File: config.mk
export PLATFORM = sky130hd
export DESIGN_NAME = router_sync_n_flat
export DESIGN_NICKNAME = d
export VERILOG_FILES = /design/src/rtl/router_sync_n_pkg.sv /design/src/rtl/router_sync_n_if.sv /design/src/rtl/router_sync_n_timeout.sv /design/src/rtl/router_sync_n.sv /design/src/flat_wrapper.sv
export SDC_FILE = /design/constraint.sdc
export NUM_CORES = 1
export LEC_CHECK = 0
export ABC_AREA = 1
export BUFFER_PORTS_ARGS = -buffer_cell sky130_fd_sc_hd__buf_2
export CAP_MARGIN = 20
export CORE_ASPECT_RATIO = 0.8
export CORE_MARGIN = 2
export CORE_UTILIZATION = 55
export DETAILED_ROUTE_END_ITERATION = 10
export PLACE_DENSITY = 0.91
export REMOVE_ABC_BUFFERS = 1
export SLEW_MARGIN = 20
export SYNTH_ARGS = -nofsm -noshare
export SYNTH_HDL_FRONTEND = slang
export SYNTH_SLANG_ARGS = --single-unit
File: constraint.sdc
create_clock -name clock -period 2.9 [get_ports clock]
set_input_delay 0.29 -clock clock [delete_from_list [all_inputs] [get_ports clock]]
set_output_delay 0.29 -clock clock [all_outputs]
set_load 0.01 [all_outputs]
File: src/rtl/router_sync_n_pkg.sv
// Shared defaults and sizing helpers for the router synchroniser.
package router_sync_n_pkg;

  // Number of output channels and read-timeout length used by default
  localparam int NUM_CH_DEF  = 3;
  localparam int TIMEOUT_DEF = 30;

  // Bits needed to encode values 0..n-1 (never less than one bit)
  function automatic int addr_w(input int n);
    int w;
    w = 1;
    while ((1 << w) < n) w++;
    return w;
  endfunction

  // Address field width and timeout counter width derived from the defaults
  localparam int ADDR_W_DEF = addr_w(NUM_CH_DEF);
  localparam int CNT_W_DEF  = addr_w(TIMEOUT_DEF + 1);

endpackage

File: src/rtl/router_sync_n_if.sv
// Handshake bundle between the router FSM / output FIFOs and the synchroniser.
interface router_sync_n_if
  import router_sync_n_pkg::*;
#(
  parameter int NUM_CH = NUM_CH_DEF,
  parameter int ADDR_W = ADDR_W_DEF
);

  logic              detect_add;
  logic [ADDR_W-1:0] data_in;
  logic              write_enb_reg;
  logic [NUM_CH-1:0] read_enb;
  logic [NUM_CH-1:0] empty;
  logic [NUM_CH-1:0] full;
  logic [NUM_CH-1:0] vld_out;
  logic [NUM_CH-1:0] soft_reset;
  logic [NUM_CH-1:0] write_enb;
  logic              fifo_full;
  logic              addr_err;

  // FSM/FIFO side drives requests and status, observes the steering results
  modport master (
    output detect_add, data_in, write_enb_reg, read_enb, empty, full,
    input  vld_out, soft_reset, write_enb, fifo_full, addr_err
  );

  // Synchroniser side
  modport slave (
    input  detect_add, data_in, write_enb_reg, read_enb, empty, full,
    output vld_out, soft_reset, write_enb, fifo_full, addr_err
  );

endinterface

File: src/rtl/router_sync_n_timeout.sv
// Per-channel read timeout: pulses soft_reset for one cycle after TIMEOUT
// consecutive cycles of valid data that nobody reads.
module router_sync_timeout #(
  parameter int CNT_W   = 5,
  parameter int TIMEOUT = 30
) (
  input  logic clock,
  input  logic resetn,
  input  logic vld,
  input  logic rd,
  output logic soft_reset
);

  logic [CNT_W-1:0] cnt;

  // Count idle cycles, fire and re-arm on the TIMEOUT-th one
  always_ff @(posedge clock) begin
    if (!resetn) begin
      cnt        <= '0;
      soft_reset <= 1'b0;
    end else if (!(vld && !rd)) begin
      cnt        <= '0;
      soft_reset <= 1'b0;
    end else if (cnt == CNT_W'(TIMEOUT - 1)) begin
      cnt        <= '0;
      soft_reset <= 1'b1;
    end else begin
      cnt        <= cnt + CNT_W'(1);
      soft_reset <= 1'b0;
    end
  end

endmodule

File: src/rtl/router_sync_n.sv
// Synchroniser between the router FSM and NUM_CH output FIFOs: latches the
// header destination, steers write enable / full flag, and times out unread data.
module router_sync_n
  import router_sync_n_pkg::*;
#(
  parameter int NUM_CH  = NUM_CH_DEF,
  parameter int ADDR_W  = ADDR_W_DEF,
  parameter int TIMEOUT = TIMEOUT_DEF,
  parameter int CNT_W   = CNT_W_DEF
) (
  input  logic           clock,
  input  logic           resetn,
  router_sync_n_if.slave bus
);

  logic [ADDR_W-1:0] dest_q;
  logic              dest_vld;
  logic              addr_ok;
  logic              addr_err_q;
  logic [NUM_CH-1:0] write_enb_c;
  logic              fifo_full_c;
  logic [NUM_CH-1:0] soft_reset_w;

  // Extra top bit keeps the compare correct when NUM_CH == 2**ADDR_W
  assign addr_ok = ({1'b0, bus.data_in} < (ADDR_W + 1)'(NUM_CH));

  // Latch destination on header; an out-of-range header invalidates it and flags an error
  always_ff @(posedge clock) begin
    if (!resetn) begin
      dest_q     <= '0;
      dest_vld   <= 1'b0;
      addr_err_q <= 1'b0;
    end else if (bus.detect_add) begin
      if (addr_ok) begin
        dest_q     <= bus.data_in;
        dest_vld   <= 1'b1;
        addr_err_q <= 1'b0;
      end else begin
        dest_vld   <= 1'b0;
        addr_err_q <= 1'b1;
      end
    end else begin
      addr_err_q <= 1'b0;
    end
  end

  // Write steering uses the registered destination; full uses the bypassed one
  always_comb begin
    write_enb_c = '0;
    fifo_full_c = 1'b0;
    for (int i = 0; i < NUM_CH; i++) begin
      write_enb_c[i] = bus.write_enb_reg && dest_vld && (dest_q == ADDR_W'(i));
      if (bus.detect_add) begin
        if (bus.data_in == ADDR_W'(i)) fifo_full_c = bus.full[i];
      end else if (dest_vld && (dest_q == ADDR_W'(i))) begin
        fifo_full_c = bus.full[i];
      end
    end
  end

  // One independent timeout counter per channel
  for (genvar g = 0; g < NUM_CH; g++) begin : g_timeout
    router_sync_timeout #(
      .CNT_W   (CNT_W),
      .TIMEOUT (TIMEOUT)
    ) u_timeout (
      .clock      (clock),
      .resetn     (resetn),
      .vld        (~bus.empty[g]),
      .rd         (bus.read_enb[g]),
      .soft_reset (soft_reset_w[g])
    );
  end

  assign bus.vld_out    = ~bus.empty;
  assign bus.soft_reset = soft_reset_w;
  assign bus.write_enb  = write_enb_c;
  assign bus.fifo_full  = fifo_full_c;
  assign bus.addr_err   = addr_err_q;

endmodule

File: src/flat_wrapper.sv
// flat-port wrapper written by rule: the top's interface ports become plain ports
module router_sync_n_flat import router_sync_n_pkg::*;
#(
  parameter int NUM_CH  = NUM_CH_DEF,
  parameter int ADDR_W  = ADDR_W_DEF,
  parameter int TIMEOUT = TIMEOUT_DEF,
  parameter int CNT_W   = CNT_W_DEF
)
  (clock, resetn, bus_detect_add, bus_data_in, bus_write_enb_reg, bus_read_enb, bus_empty, bus_full, bus_vld_out, bus_soft_reset, bus_write_enb, bus_fifo_full, bus_addr_err);
  router_sync_n_if #(.NUM_CH(NUM_CH), .ADDR_W(ADDR_W)) bus_i ();
  input  logic clock;
  input  logic resetn;
  input wire logic [$bits(bus_i.detect_add)-1:0] bus_detect_add;
  input wire logic [$bits(bus_i.data_in)-1:0] bus_data_in;
  input wire logic [$bits(bus_i.write_enb_reg)-1:0] bus_write_enb_reg;
  input wire logic [$bits(bus_i.read_enb)-1:0] bus_read_enb;
  input wire logic [$bits(bus_i.empty)-1:0] bus_empty;
  input wire logic [$bits(bus_i.full)-1:0] bus_full;
  output wire logic [$bits(bus_i.vld_out)-1:0] bus_vld_out;
  output wire logic [$bits(bus_i.soft_reset)-1:0] bus_soft_reset;
  output wire logic [$bits(bus_i.write_enb)-1:0] bus_write_enb;
  output wire logic [$bits(bus_i.fifo_full)-1:0] bus_fifo_full;
  output wire logic [$bits(bus_i.addr_err)-1:0] bus_addr_err;
  assign bus_i.detect_add = bus_detect_add;
  assign bus_i.data_in = bus_data_in;
  assign bus_i.write_enb_reg = bus_write_enb_reg;
  assign bus_i.read_enb = bus_read_enb;
  assign bus_i.empty = bus_empty;
  assign bus_i.full = bus_full;
  assign bus_vld_out = bus_i.vld_out;
  assign bus_soft_reset = bus_i.soft_reset;
  assign bus_write_enb = bus_i.write_enb;
  assign bus_fifo_full = bus_i.fifo_full;
  assign bus_addr_err = bus_i.addr_err;
  router_sync_n #(.NUM_CH(NUM_CH), .ADDR_W(ADDR_W), .TIMEOUT(TIMEOUT), .CNT_W(CNT_W)) u_core (.clock(clock), .resetn(resetn), .bus(bus_i));
endmodule
==> run metrics <==
first-pass GRT wire length=3260 µm; layout cells sized above 1=0.213; peak supply drop=293 µV; Max stage delay on crit path=400 ps; Post-Syn Area=around 1100 µm²; Detail Placement HPWL=between 1500 and 2000 µm; GP Congestion=about 0.8; number of cells on the critical path=8; Max Freq=586 MHz; IO Count=26; Critical Path Slowest Stage Cell=dfxtp_1; Hold Violations, Final=0; clk sink count=22; Syn Inst Count=138; Port-buffer cells=25; max-cap violations=0; CTS buffer count=3; Least-Margin Pin Slew=between 200 and 300 ps; CTS H-Tree Depth=1; Mapped Avg Cell Area=7.63 µm²; Filler cells=about 160; Initial Util=0.573; largest net degree at the start of global routing=13; via count=904; WS Path Type=reg2out; hold_buf cts=0; post-CTS setup buffers=0; First-pass DRT Iterations=4; Vias/cell=4.91; worst hold-check path type=in2reg; Clock transition at path regs=about 120 ps; Core ar.=1840 µm²; worst r2r path cells=7; Distinct cells, synth=23; vias in the first global route=853; final worst-path cycle share=0.589; flops & latches, synth=22; final setup fails=0; CP Data Required Time=2610 ps; Setup Skew=6.80 ps; gr usage total=0.190; crit path DAT=1420 ps; Seq/Total Area, Yosys=0.418; outcome=complete, no violations; most frequent cells in the layout=buf_2, dfxtp_1, inv_1; Routed Antenna Nets=0; 1st-iter DRT viols=17; Layout Nets=around 180; DIE AREA=2280 µm²; CP startpoint kind=register; clock root cell=clkbuf_4; wirelength, routed=1910 µm; delay-heaviest family, CP=simple AND/OR/NAND/NOR gates; Chip Width=52.9 µm; hold depth=2; relative slew slack=0.827; Ys Warns=0; Fin Setup TNS=0 ps; most common cell after layout, fill and taps aside=buf_2; Slew Viols, Final=0; LEAKAGE=0.577 nW; Setup crit end kind=output port; Power Density=444 nW/µm²; row cnt=14; n_diodes=0; CTS resizes=0; CP most frequent cell=nand2_1; Crit Path Max Fanout=4; hold_ws=152 ps; initial antenna violation count=0; unrepaired setup endpoints after global routing=false; die height=approximately 43 µm; average wire per standard cell=10.4 µm; maximum root-to-sink buffer count=2; worst skew pair latency=300 ps; Area Growth Syn to Fin=12.8%; Worst Path Buf+Inv=1; total grt overflow=0; worst path cell trace=nand3_1 > nor2_1 > nor2_1 > nand2_1 > nand3_1 > nand2_1 > nand2_1 > buf_2; DRC=0; CTS tree=yes; Period minus WS final=between 1500 and 2000 ps
-- power breakdown --
group          leakage [nW]  total [mW]  internal [mW]  switching, mW
Combinational         0.378      0.0552         0.0220         0.0331
Sequential            0.178       0.312          0.307        0.00440
Clock                0.0210       0.161         0.0764         0.0847
Total                 0.577       0.528          0.406          0.122
-- kinds of logic after synthesis --
kind of cell               share of synthesized area
AOI/OAI and AO/OA                             0.0558
xor gates and xnor gates                      0.0333
adders and majority gates                     0.0713
buffers and inverters                          0.135
DFF                                            0.418
and+or+nand+nor                                0.286
-- synth_stat cells (all sizes together) --
| master | n | area, µm² |
|---|---|---|
| inv | 23 | 86.3 |
| dfxtp | 22 | 440 |
| nor2 | 21 | 88.8 |
| nand2 | 18 | 67.6 |
| nand3 | 9 | 45.0 |
| buf | 7 | 56.3 |
| a21oi | 6 | 30.0 |
| ha | 6 | 75.1 |
| nor3 | 6 | 30.0 |
| nor4 | 4 | 25.0 |
| nand4 | 3 | 18.8 |
| o21ai | 3 | 15.0 |
| or2 | 3 | 18.8 |
| xnor2 | 2 | 17.5 |
| xor2 | 2 | 17.5 |
| a31oi | 1 | 6.26 |
| nor3b | 1 | 7.51 |
| o211ai | 1 | 7.51 |
-- worst register-to-register path, cell delays in order, from the launching register on --
cell,delay [ps]
dfxtp_1,380
inv_1,60
ha_1,170
nand4_1,100
nand4_1,210
a21oi_1,190
o21ai_0,100
inv_1,50
-- area by class of cell --
cell class                      instances  area [µm²]  share of cell area
Multi-Input combinational cell         86         470               0.396
Sequential cell                        22         440               0.371
Timing Repair Buffer                   25         125               0.105
Inverter                               23        86.3              0.0726
Clock buffer                            4        36.3              0.0305
Tap cell                               24        30.0              0.0253
-- metrics by stage --
step | util | cells | total power [mW] | cell area [µm²] | setup WS [ps]
6_report | 0.646 | 184 | 0.528 | 1190 | 1190
2_1_floorplan | - | 131 | 0.348 | 997 | 1740
4_1_cts | 0.646 | 184 | 0.534 | 1190 | 1190
5_1_grt | 0.646 | 184 | 0.555 | 1190 | 1050
3_3_place_gp | 0.627 | 180 | 0.370 | 1150 | 1530
3_5_place_dp | 0.627 | 180 | 0.373 | 1150 | 1460
-- sequential cells by signal (all words and copies together) (netlist names) --
| register | count |
|---|---|
| u_core.dest_q | 2 |
| u_core.g_timeout.u_timeout.cnt | 15 |
| u_core.g_timeout.u_timeout.soft_reset | 3 |
| u_core.dest_vld | 1 |
| u_core.bus.addr_err | 1 |
-- path summary, 6_finish.rpt --
kind                                   startpoint                                        to  slack [ps]
max                              u_core.dest_q[0]                             bus_fifo_full        1190
min                               bus_read_enb[1]  u_core.g_timeout[1].u_timeout.soft_reset         150
max reg2reg  u_core.g_timeout[0].u_timeout.cnt[1]      u_core.g_timeout[0].u_timeout.cnt[4]        1590
min reg2reg  u_core.g_timeout[1].u_timeout.cnt[0]      u_core.g_timeout[1].u_timeout.cnt[0]         480
-- routing by layer --
layer  global-route usage  up-vias  routed length (µm)
met5                    0        -                   0
met4               0.0615        0                  10
met3               0.0423        2                  92
met2                0.360       23                1000
met1                0.204      400                 805
li1                     -      479                   -
No activity file was read; power rests on OpenSTA's default activity.
